## src/rtl/bubble_sort_ctrl.sv

```systemverilog
// Load-sort-drain bubble sort controller, one compare-swap per cycle.
// Optional feature macro: BUBBLE_EARLY_EXIT_EN (stop after a swap-free pass).
module bubble_sort_ctrl #(
  parameter int N = 8,
  parameter int W = 8
) (
  input  logic         clk,
  input  logic         rst_n,
  input  logic         in_valid,
  input  logic [W-1:0] in_data,
  output logic         in_ready,
  output logic         out_valid,
  output logic [W-1:0] out_data,
  input  logic         out_ready,
  output logic         busy,
  output logic [15:0]  cmp_count
);

  localparam int IW = $clog2(N);
  localparam logic [IW-1:0] LAST  = IW'(N - 1);
  localparam logic [IW-1:0] LASTP = IW'(N - 2);

  typedef enum logic [1:0] {LOAD, SORT, DRAIN} state_e;

  state_e state_q, state_d;
  logic [IW-1:0] k_q, k_d, m_q, m_d;
  logic [IW-1:0] j_q, j_d, p_q, p_d;
  logic [W-1:0]  a_q [N];
  logic [W-1:0]  a_d [N];
  logic [15:0]   cnt_q, cnt_d, cmp_q, cmp_d;
  logic          swp_q, swp_d;

  logic [IW-1:0] jn;
  logic          swap, pass_end, last_pass;
  logic          pass_swap, exit_now;

  always_comb begin
    state_d   = state_q;
    k_d       = k_q;
    m_d       = m_q;
    j_d       = j_q;
    p_d       = p_q;
    a_d       = a_q;
    cnt_d     = cnt_q;
    cmp_d     = cmp_q;
    swp_d     = swp_q;
    jn        = j_q + IW'(1);
    swap      = 1'b0;
    pass_end  = (j_q == (LASTP - p_q));
    last_pass = (p_q == LASTP);
    pass_swap = swp_q;
    exit_now  = 1'b0;
    unique case (state_q)
      LOAD: begin
        if (in_valid) begin
          a_d[k_q] = in_data;
          if (k_q == LAST) begin
            k_d     = '0;
            j_d     = '0;
            p_d     = '0;
            cnt_d   = '0;
            swp_d   = 1'b0;
            state_d = SORT;
          end else begin
            k_d = k_q + IW'(1);
          end
        end
      end
      SORT: begin
        swap = a_q[j_q] > a_q[jn];
        if (swap) begin
          a_d[j_q] = a_q[jn];
          a_d[jn]  = a_q[j_q];
        end
        cnt_d     = cnt_q + 16'd1;
        pass_swap = swp_q | swap;
        swp_d     = pass_swap;
`ifdef BUBBLE_EARLY_EXIT_EN
        exit_now  = last_pass | ~pass_swap;
`else
        exit_now  = last_pass;
`endif
        if (pass_end) begin
          swp_d = 1'b0;
          j_d   = '0;
          if (exit_now) begin
            cmp_d   = cnt_q + 16'd1;
            m_d     = '0;
            state_d = DRAIN;
          end else begin
            p_d = p_q + IW'(1);
          end
        end else begin
          j_d = jn;
        end
      end
      DRAIN: begin
        if (out_ready) begin
          if (m_q == LAST) begin
            m_d     = '0;
            state_d = LOAD;
          end else begin
            m_d = m_q + IW'(1);
          end
        end
      end
      default: state_d = LOAD;
    endcase
  end

  always_ff @(posedge clk) begin
    if (!rst_n) begin
      state_q <= LOAD;
      k_q     <= '0;
      m_q     <= '0;
      j_q     <= '0;
      p_q     <= '0;
      cnt_q   <= '0;
      cmp_q   <= '0;
      swp_q   <= 1'b0;
      for (int i = 0; i < N; i++) a_q[i] <= '0;
    end else begin
      state_q <= state_d;
      k_q     <= k_d;
      m_q     <= m_d;
      j_q     <= j_d;
      p_q     <= p_d;
      cnt_q   <= cnt_d;
      cmp_q   <= cmp_d;
      swp_q   <= swp_d;
      a_q     <= a_d;
    end
  end

  assign in_ready  = (state_q == LOAD);
  assign out_valid = (state_q == DRAIN);
  assign busy      = (state_q == SORT);
  assign out_data  = (state_q == DRAIN) ? a_q[m_q] : '0;
  assign cmp_count = cmp_q;

endmodule

```

## config.mk

```make
export PLATFORM = sky130hd
export DESIGN_NAME = bubble_sort_ctrl
export DESIGN_NICKNAME = d
export VERILOG_FILES = /design/src/rtl/bubble_sort_ctrl.sv
export SDC_FILE = /design/constraint.sdc
export NUM_CORES = 1
export LEC_CHECK = 0
export CELL_PAD_IN_SITES_DETAIL_PLACEMENT = 0
export CELL_PAD_IN_SITES_GLOBAL_PLACEMENT = 1
export CORE_UTILIZATION = 52
export CTS_BUF_LIST = sky130_fd_sc_hd__clkbuf_8
export DETAILED_ROUTE_END_ITERATION = 6
export GPL_TIMING_DRIVEN = 0
export PLACE_DENSITY_LB_ADDON = 0.1
export SLEW_MARGIN = 25
export SYNTH_ARGS = -nofsm -noshare
export SYNTH_HDL_FRONTEND = slang
export SYNTH_SLANG_ARGS = --single-unit
```

## constraint.sdc

```tcl
create_clock -name clk -period 6.75 [get_ports clk]
set_input_delay 0.675 -clock clk [delete_from_list [all_inputs] [get_ports clk]]
set_output_delay 0.675 -clock clk [all_outputs]
set_load 0.03 [all_outputs]
```

# Yosys cells after proc, flatten, opt, wreduce, memory -nomap -nowiden
# Cells that the tools add are included.
[word_totals] ff_bits=110 out_inout_bits=27 elab_cells=105 in_bits=12
[op_classes] order_cmp=8 n_reduce_logical=13 add_sub_neg=6 mux=45 n_eq_ne=14 n_bitwise=4
[op_table] op="$bwmux W64" count=3
[op_table] op="$mux W64" count=2
[op_table] op="$pmux W64 S2" count=1
[op_table] op="$mux W8" count=10
[op_table] op="$bmux W8 S3" count=3
[op_table] op="$demux W8 S3" count=3
[op_table] op="$mux W16" count=2
[op_table] op="$pmux W16 S2" count=1
[op_table] op="$mux W3" count=10
[op_table] op="$pmux W3 S2" count=3
[op_table] op="$add A16 B1 Y16 const B" count=1
[op_table] op="$ge A4 B4 Y1 const B" count=4
[op_table] op="$not A3 Y4" count=4
[op_table] op="$add A3 B1 Y3 const B" count=4
[op_table] op="$lt A4 B1 Y1 const B" count=3
[op_table] op="$mux W2" count=6
[op_table] op="$ne A2 B1 Y1 const B" count=6
[op_table] op="$eq A3 B3 Y1 const B" count=3
[op_table] op="$reduce_and A3 Y1" count=3
[op_table] op="$gt A8 B8 Y1" count=1
[op_table] op="$pmux W2 S3" count=1
[op_table] op="$reduce_and A6 Y1" count=1
[op_table] op="$reduce_and A5 Y1" count=1
[op_table] op="$ne A2 B2 Y1 const B" count=2
[op_table] op="other kinds (9)" count=12

# Logic depth before layout (Yosys ltp)
# Gate-level depths: netlist of the first run.
[depth] ltp_word=9 mapped_depth=18 ltp_nobuf=13

# Worst setup path before layout of the first run
# Ideal clock, no wire load.
[synth_path] path_kind="reg-to-reg" start="register j_q[1]" end="register a_q[57] in the netlist's numbering" path_stages_with_launch=16 arrival_ps=3429 slack_ps=3203 setup_ps=119 cell_sequence="dfxtp_1 -> ha_1 -> xor2_1 -> buf_6 -> mux4_2 -> mux2i_4 -> inv_1 -> ha_1 -> nand4_1 -> nor2_1 -> a211oi_1 -> o21a_1 -> buf_2 -> buf_2 -> o211ai_1 -> o221a_2"
[synth_between] elab_chain_cells=9 word_cells_on_any_way=26 classes_between="add/sub: 1; order compare: 5; eq/ne: 1; mux: 14; bitwise: 2; reduce/logical: 3"
[synth_rtl] item="start: declaration" line="27" rtl="logic [IW-1:0] j_q, j_d, p_q, p_d;"
[synth_rtl] item="start signal: assignment" line="126" rtl="j_q <= j_d;"
[synth_rtl] item="branches (longest 9 deep; another with $gt A8 B8 Y1)"
[synth_rtl] item="end signal: assignment" line="131" rtl="a_q <= a_d;"
[synth_rtl] item="end: declaration" line="28" rtl="logic [W-1:0] a_q [N];"
# Several ways; the timed one is not identified. The select of a mux whose other input is x is not followed.
# A chain may end at the register's enable or synchronous reset.

# Worst setup path in the final report of the first run
[layout_path] start="register j_q[1]" end="register a_q[24] in the netlist's numbering"
# The elaborated chain is that of the path after synthesis.

==> results of run 1 <==
==> cells by family after synthesis <==
logic type	count (synthesis)	synth area share, %
AO/OA/AOI/OAI	306	27.5
buffers and inverters	92	5.50
AND/OR/NAND/NOR	280	17.7
multiplexers	69	15.4
adder cells (fa/ha/maj)	17	2.78
flip-flops	110	28.7
XOR/XNOR	19	2.35
==> worst max-delay path by stage <==
stage / from / endpoint / slack [ps] / cells after the start
2_1_floorplan: j_q[1] / a_q[57] / 3200 / 15
3_3_place_gp: j_q[1] / a_q[37] / 1790 / 17
3_5_place_dp: j_q[1] / a_q[25] / 1740 / 17
4_1_cts: j_q[1] / a_q[25] / 1700 / 17
5_1_grt: j_q[1] / a_q[31] / 1260 / 17
6_report: j_q[1] / a_q[24] / 1290 / 17
==> per-stage QoR <==
step / setup WS [ps] / instance area (um^2) / util [%] / std cells
finish: 1290 / 8500 / 60.1 / 1129
global route: 1260 / 8500 / 60.1 / 1129
CTS: 1700 / 8500 / 60.1 / 1129
detailed placement: 1740 / 8290 / 58.6 / 1113
global placement: 1790 / 8260 / 58.3 / 1110
floorplan: 3200 / 7660 / - / 893
==> Yosys cell counts (all sizes together) (10+ instances only) <==
cell type,instances
dfxtp,110
nor2,99
a21oi,98
nand2,61
a211oi,49
buf,43
o22ai,39
mux4,34
clkbuf,33
nand3,31
o21ai,27
mux2i,25
o221a,23
nor3,22
o211ai,19
ha,17
inv,16
a221oi,10
and2,10
and3,10
mux2,10
xor2,10
==> flip-flops by register name (all words and copies together) (netlist names) <==
| name | count |
|---|---|
| p_q | 3 |
| j_q | 3 |
| state_q | 2 |
| cmp_count | 16 |
| k_q | 3 |
| cnt_q | 16 |
| a_q | 64 |
| m_q | 3 |
==> area by class of cell <==
cell class                      count  area [um^2]
Clock inverter                      6         70.1
Buffer                             76          363
Inverter                           16         60.1
Multi-Input combinational cell    691         5050
Fill cell                        1267         5650
Clock buffer                       10          138
Sequential cell                   110         2200
Tap cell                          180          225
Timing Repair Buffer               40          390
==> worst min-delay path, cell delays in order, from the launching register on <==
cell	delay, ps
dfxtp_1	330
nor2_1	90
a211oi_1	50
==> metal layers <==
metal,track usage (%),routed length (um),vias to the layer above
li1,-,-,3526
met1,61.1,12900,4062
met2,61.5,13100,905
met3,21.6,6050,224
met4,27.6,2430,0
met5,0,0,-
==> power breakdown <==
part	internal (uW)	switching (uW)
Combinational	107	208
Clock	185	269
Sequential	665	19.8
==> summary.md, run 1 <==
| Metric | Value |
|---|---|
| Status | `finished, violations left` |
| Failing checks | `DRC` |
| Critical path buffer and inverter count | `5` |
| Starting density of the core | `54.1%` |
| Hold Buf Count CTS | `0` |
| Drt pass-1 iters | `7` |
| # diodes | `0` |
| Die area | `15200 um^2` |
| Hold_ws | `508 ps` |
| Synth async-reset ratio | `0%` |
| Maximum achievable frequency | `183 MHz` |
| CORE AREA | `14100 um^2` |
| Total negative slack | `0 ps` |
| LEAKAGE | `0.00283 uW` |
| Most common library cell in the layout ignoring fill and taps | `dfxtp_1` |
| Reg2reg start | `j_q[1]` |
| Clock sinks | `110` |
| Post-synth cell types | `69` |
| Site row count | `43` |
| CTS Buf Count | `9` |
| CTS tree | `built` |
| R2R Setup Slk | `1290 ps` |
| Vias per cell | `7.72` |
| Clock root cell | `clkbuf_8` |
| Register bit total from synthesis | `110` |
| Total track usage | `46.6%` |
| Maximum buffer depth of the clock tree | `2` |
| CTS HTree Levels | `3` |
| Detail Route Antenna Nets | `0` |
| Final Setup Violations | `0` |
| Die Y | `123 um` |
| Yosys warnings | `0` |
| Yosys top cell area share | `28.7%` |
| Crit path DAT | `5770 ps` |
| Synth Cell Area | `7660 um^2` |
| Initial antenna violation count | `0` |
| RSZ-0062 raised after global routing | `no` |
| Syn Nets | `922` |
| Crit path max-delay family | `buffers and inverters` |
| Element type at the critical path start | `flip-flop` |
| Sequential share of the synthesized area | `28.7%` |
| Post-Syn Instances | `893` |
| Worst rel slew slack | `25.1%` |
| Leading area contributor after synthesis | `dfxtp_1` |
| Vias | `8717` |
| Crit-path max FO | `10` |
| Clk_skew | `15.4 ps` |
| First-pass GRT wire length | `49.9 mm` |
| Worst Reg-to-Reg Cells | `17` |
| Drt drc | `2` |
| # nets final | `973` |
| Number of flops mapped to enable cells by yosys | `0` |
| FF-to-FF End | `a_q[24]` |
| Postcts setup bufs | `0` |
| Initial DRC Count | `1926` |
| Vias in the first global route | `7900` |
| Overall power | `1450 uW` |
| Minimum clock period after layout | `5460 ps` |
| Worst hold path class | `reg2reg` |
| Peak supply drop | `94.6 uV` |
| Hold_sp | `cmp_count[11]` |
| WL final | `34.5 mm` |
| Worst Max-Slew Pin Slew | `1110 ps` |
| Cells along the critical path | `ha_1 -> clkbuf_1 -> buf_2 -> buf_2 -> o21ai_0 -> o21ai_0 -> nor2_1 -> nor2_1 -> ha_1 -> nand4_1 -> nor2_1 -> a211oi_1 -> o21a_1 -> buf_2 -> buf_2 -> a21oi_1 -> a311oi_1` |
| Max incr delay on CP | `590 ps` |
| Largest cells by area after synthesis | `dfxtp_1, mux4_2, a21oi_1, a211oi_1, nor2_1` |
| Total gr overflow | `0` |
| Crit-path slowest cell | `o21ai_0` |
| HPWL Detailed | `23.3 mm` |
| Die width | `123 um` |
| Critical Path RT | `7060 ps` |
| Fraction of final layout cells sized beyond drive strength 1 | `16.6%` |
| Hold endpoint | `cmp_count[11]` |
| Fin crit share | `81.0%` |
| P per Cell Area | `171 nW/um^2` |
| Port Buffer Count | `37` |
| Avg Inst Size Synth | `8.58 um^2` |
| MaxCap Viol Count | `0` |
| Most used cell, CP | `buf_2` |
| Most frequent cells in the layout | `dfxtp_1, a21oi_1, nor2_1` |
| WS Path Type | `reg2reg` |
| CTS resizes | `0` |
| WHS Path Cells | `2` |
| Clk slew on worst S/H paths | `120 ps` |
| Nature of the critical path endpoint | `flip-flop` |
| Clk_lat worst skew | `420 ps` |
| GP Congestion | `1.09` |
| Slew Viols, Final | `0` |
| Endpoints failing hold | `0` |
| IO Count | `39` |
| Largest net degree at the start of global routing | `19` |
| Routed WL per cell | `30.5 um` |
| Area Overhead vs Synth | `11.0%` |
| Synth Flop Type | `dfxtp_1` |
No activity file was read; power rests on OpenSTA's default activity.
==> run 2: changes to the inputs <==
--- a/config.mk
+++ b/config.mk
@@ -7,7 +7,7 @@
 export LEC_CHECK = 0
 export CELL_PAD_IN_SITES_DETAIL_PLACEMENT = 0
 export CELL_PAD_IN_SITES_GLOBAL_PLACEMENT = 1
-export CORE_UTILIZATION = 52
+export CORE_UTILIZATION = 48
 export CTS_BUF_LIST = sky130_fd_sc_hd__clkbuf_8
 export DETAILED_ROUTE_END_ITERATION = 6
 export GPL_TIMING_DRIVEN = 0
==> constraint.sdc (replaced) <==
create_clock -name clk -period 5.55 [get_ports clk]
set_input_delay 0.555 -clock clk [delete_from_list [all_inputs] [get_ports clk]]
set_output_delay 0.555 -clock clk [all_outputs]
set_load 0.03 [all_outputs]
==> run 2 against run 1 <==
The run still ends with DRC left. Global-route usage is 3.6 points lower. Sequential power is 21% higher. Non-clock buffer count did not move. Sequential share of layout area about the same. Clock power grew 11%. Core utilization shrank 4.7 points. Worst hold slack worse by 19 ps. Worst setup slack worse by 1200 ps. Combinational power rose by 21%. Die area increased by 8.2%. Sequential cell count did not move. Critical path type unchanged. Highest routed layer is now met5.
==> summary.md, run 2 (synthesis results as in run 1) <==
| Metric | Value |
|---|---|
| Final Setup Violations | `0` |
| Slew Viols, Final | `0` |
| Drt pass-1 iters | `7` |
| Reg2reg start | `j_q[1]` |
| Layout fillers | `1467` |
| Hold_sp | `rst_n` |
| Drt drc | `5` |
| Fraction of final layout cells sized beyond drive strength 1 | `16.6%` |
| Hold Buf Count CTS | `0` |
| Minimum clock period after layout | `5440 ps` |
| Most frequent cells in the layout | `dfxtp_1, a21oi_1, nor2_1` |
| Reg with most FFs | `a_q` |
| Crit path launch | `j_q[1]` |
| Largest net degree at the start of global routing | `20` |
| Clock sinks | `110` |
| Worst rel slew slack | `22.5%` |
| WS Path Type | `reg2reg` |
| First-pass GRT wire length | `50.5 mm` |
| Initial antenna violation count | `2` |
| Site row count | `45` |
| Crit-path max FO | `10` |
| Fin crit share | `98.0%` |
| Total gr overflow | `0` |
| Hold_ws | `489 ps` |
| Die Y | `128 um` |
| Postcts setup bufs | `0` |
| Endpoints failing hold | `0` |
| Top Usage Layer GRT | `met2` |
| Clk slew on worst S/H paths | `120 ps` |
| # nets final | `973` |
| Element type at the critical path start | `flip-flop` |
| Crit path DAT | `5750 ps` |
| Total track usage | `43.0%` |
| Worst Max-Slew Pin Slew | `1150 ps` |
| Peak supply drop | `107 uV` |
| Nature of the critical path endpoint | `flip-flop` |
| Cells along the critical path | `ha_1 -> clkbuf_1 -> buf_2 -> buf_2 -> o21ai_0 -> o21ai_0 -> nor2_1 -> nor2_1 -> ha_1 -> nand4_1 -> nor2_1 -> a211oi_1 -> o21a_1 -> buf_2 -> buf_2 -> a21oi_1 -> a211oi_1` |
| Vias | `8597` |
| Port Buffer Count | `37` |
| Most common library cell in the layout ignoring fill and taps | `dfxtp_1` |
| Met2 Use GR | `57.6%` |
| CORE AREA | `15400 um^2` |
| Vias in the first global route | `7794` |
| Met3 Track Usage GR | `17.9%` |
| CTS resizes | `0` |
| Worst hold path class | `in2reg` |
| Crit-path slowest cell | `clkbuf_1` |
| Clock root cell | `clkbuf_8` |
| LEAKAGE | `0.00281 uW` |
| GP Congestion | `1.09` |
| M1 GR Usage | `57.6%` |
| CTS HTree Levels | `3` |
| P per Cell Area | `201 nW/um^2` |
| RSZ-0062 raised after global routing | `no` |
| HPWL Detailed | `23.9 mm` |
| Die area | `16500 um^2` |
| Critical Path RT | `5860 ps` |
| Most used cell, CP | `buf_2` |
| Detail Route Antenna Nets | `0` |
| Starting density of the core | `49.8%` |
| MaxCap Viol Count | `0` |
| Total negative slack | `0 ps` |
| Die width | `128 um` |
| Max incr delay on CP | `630 ps` |
| Initial DRC Count | `1496` |
| Clk_lat worst skew | `420 ps` |
| Failing checks | `DRC` |
| Vias per cell | `7.40` |
| CTS tree | `built` |
| Maximum buffer depth of the clock tree | `2` |
| Maximum achievable frequency | `184 MHz` |
| CTS Buf Count | `9` |
| Routed WL per cell | `30.0 um` |
| IO Count | `39` |
| WL final | `34.8 mm` |
| Clk_skew | `18.6 ps` |
| Largest register FFs | `64` |
| Area Overhead vs Synth | `11.2%` |
| Status | `finished, violations left` |
[run 2: cell count changes in the layout (fill, tap and decap cells not counted)]
| cell | previous run | this run |
|---|---|---|
| clkinv_2 | 0 | 2 |
| diode_2 | 0 | 2 |
| inv_6 | 0 | 2 |
| buf_4 | 7 | 6 |
| buf_6 | 2 | 3 |
| bufinv_16 | 1 | 0 |
| clkbuf_8 | 10 | 9 |
| clkinvlp_4 | 1 | 0 |
| inv_1 | 15 | 14 |
| nor3_1 | 19 | 20 |
| nor3_2 | 2 | 1 |
[run 2: metrics by stage]
step / area, um^2 / util, % / setup WS (ps) / total power, uW / cells
final: 8520 / 55.4 / 111 / 1710 / 1162
after detailed placement: 8330 / 54.2 / 536 / 1200 / 1144
after CTS: 8510 / 55.4 / 483 / 1680 / 1160
after global placement: 8290 / 54.0 / 513 / 1200 / 1141
after global routing: 8510 / 55.4 / 92.7 / 1740 / 1160
after floorplan: 7660 / - / 2000 / 1080 / 893
[run 2: worst max-delay path, delay by kind of cell, from the launching register on]
family                     cells  cell delay [ps]
and+or+nand+nor                4              560
AOI/OAI and AO/OA              6             1700
buffers and inverters          5             2090
DFF                            1              370
adders and majority gates      2              610
[run 2: power breakdown]
group | total [uW] | switching [uW] | internal, uW
clock network | 505 | 334 | 171
logic | 380 | 250 | 130
registers | 830 | 21.2 | 809
total | 1710 | 606 | 1110
[run 2: cell type report]
| cell class | instances | area (um^2) | area share, % |
|---|---|---|---|
| clock buffers | 9 | 124 | 1.45 |
| well taps | 211 | 264 | 3.10 |
| plain buffers | 76 | 363 | 4.26 |
| flip-flops and latches | 110 | 2200 | 25.9 |
| clock inverters | 7 | 56.3 | 0.661 |
| repair buffers | 40 | 394 | 4.63 |
| diodes | 2 | 5.00 | 0.0588 |
| multi-input cells | 691 | 5050 | 59.3 |
| inverters | 16 | 60.1 | 0.705 |
[run 2: worst paths after layout]
path | end | slack [ps] | cells after the start
max | a_q[46] | 110 | 17
min reg2reg | cmp_count[2] | 500 | 2
max reg2reg | a_q[46] | 110 | 17
min | p_q[2] | 490 | 3
[run 2: routing by layer]
| metal | vias up | part of all wire (%) |
|---|---|---|
| met2 | 812 | 39 |
| met5 | - | 0.029 |
| met1 | 4037 | 38 |
| met3 | 210 | 16 |
| li1 | 3536 | - |
| met4 | 2 | 6.5 |
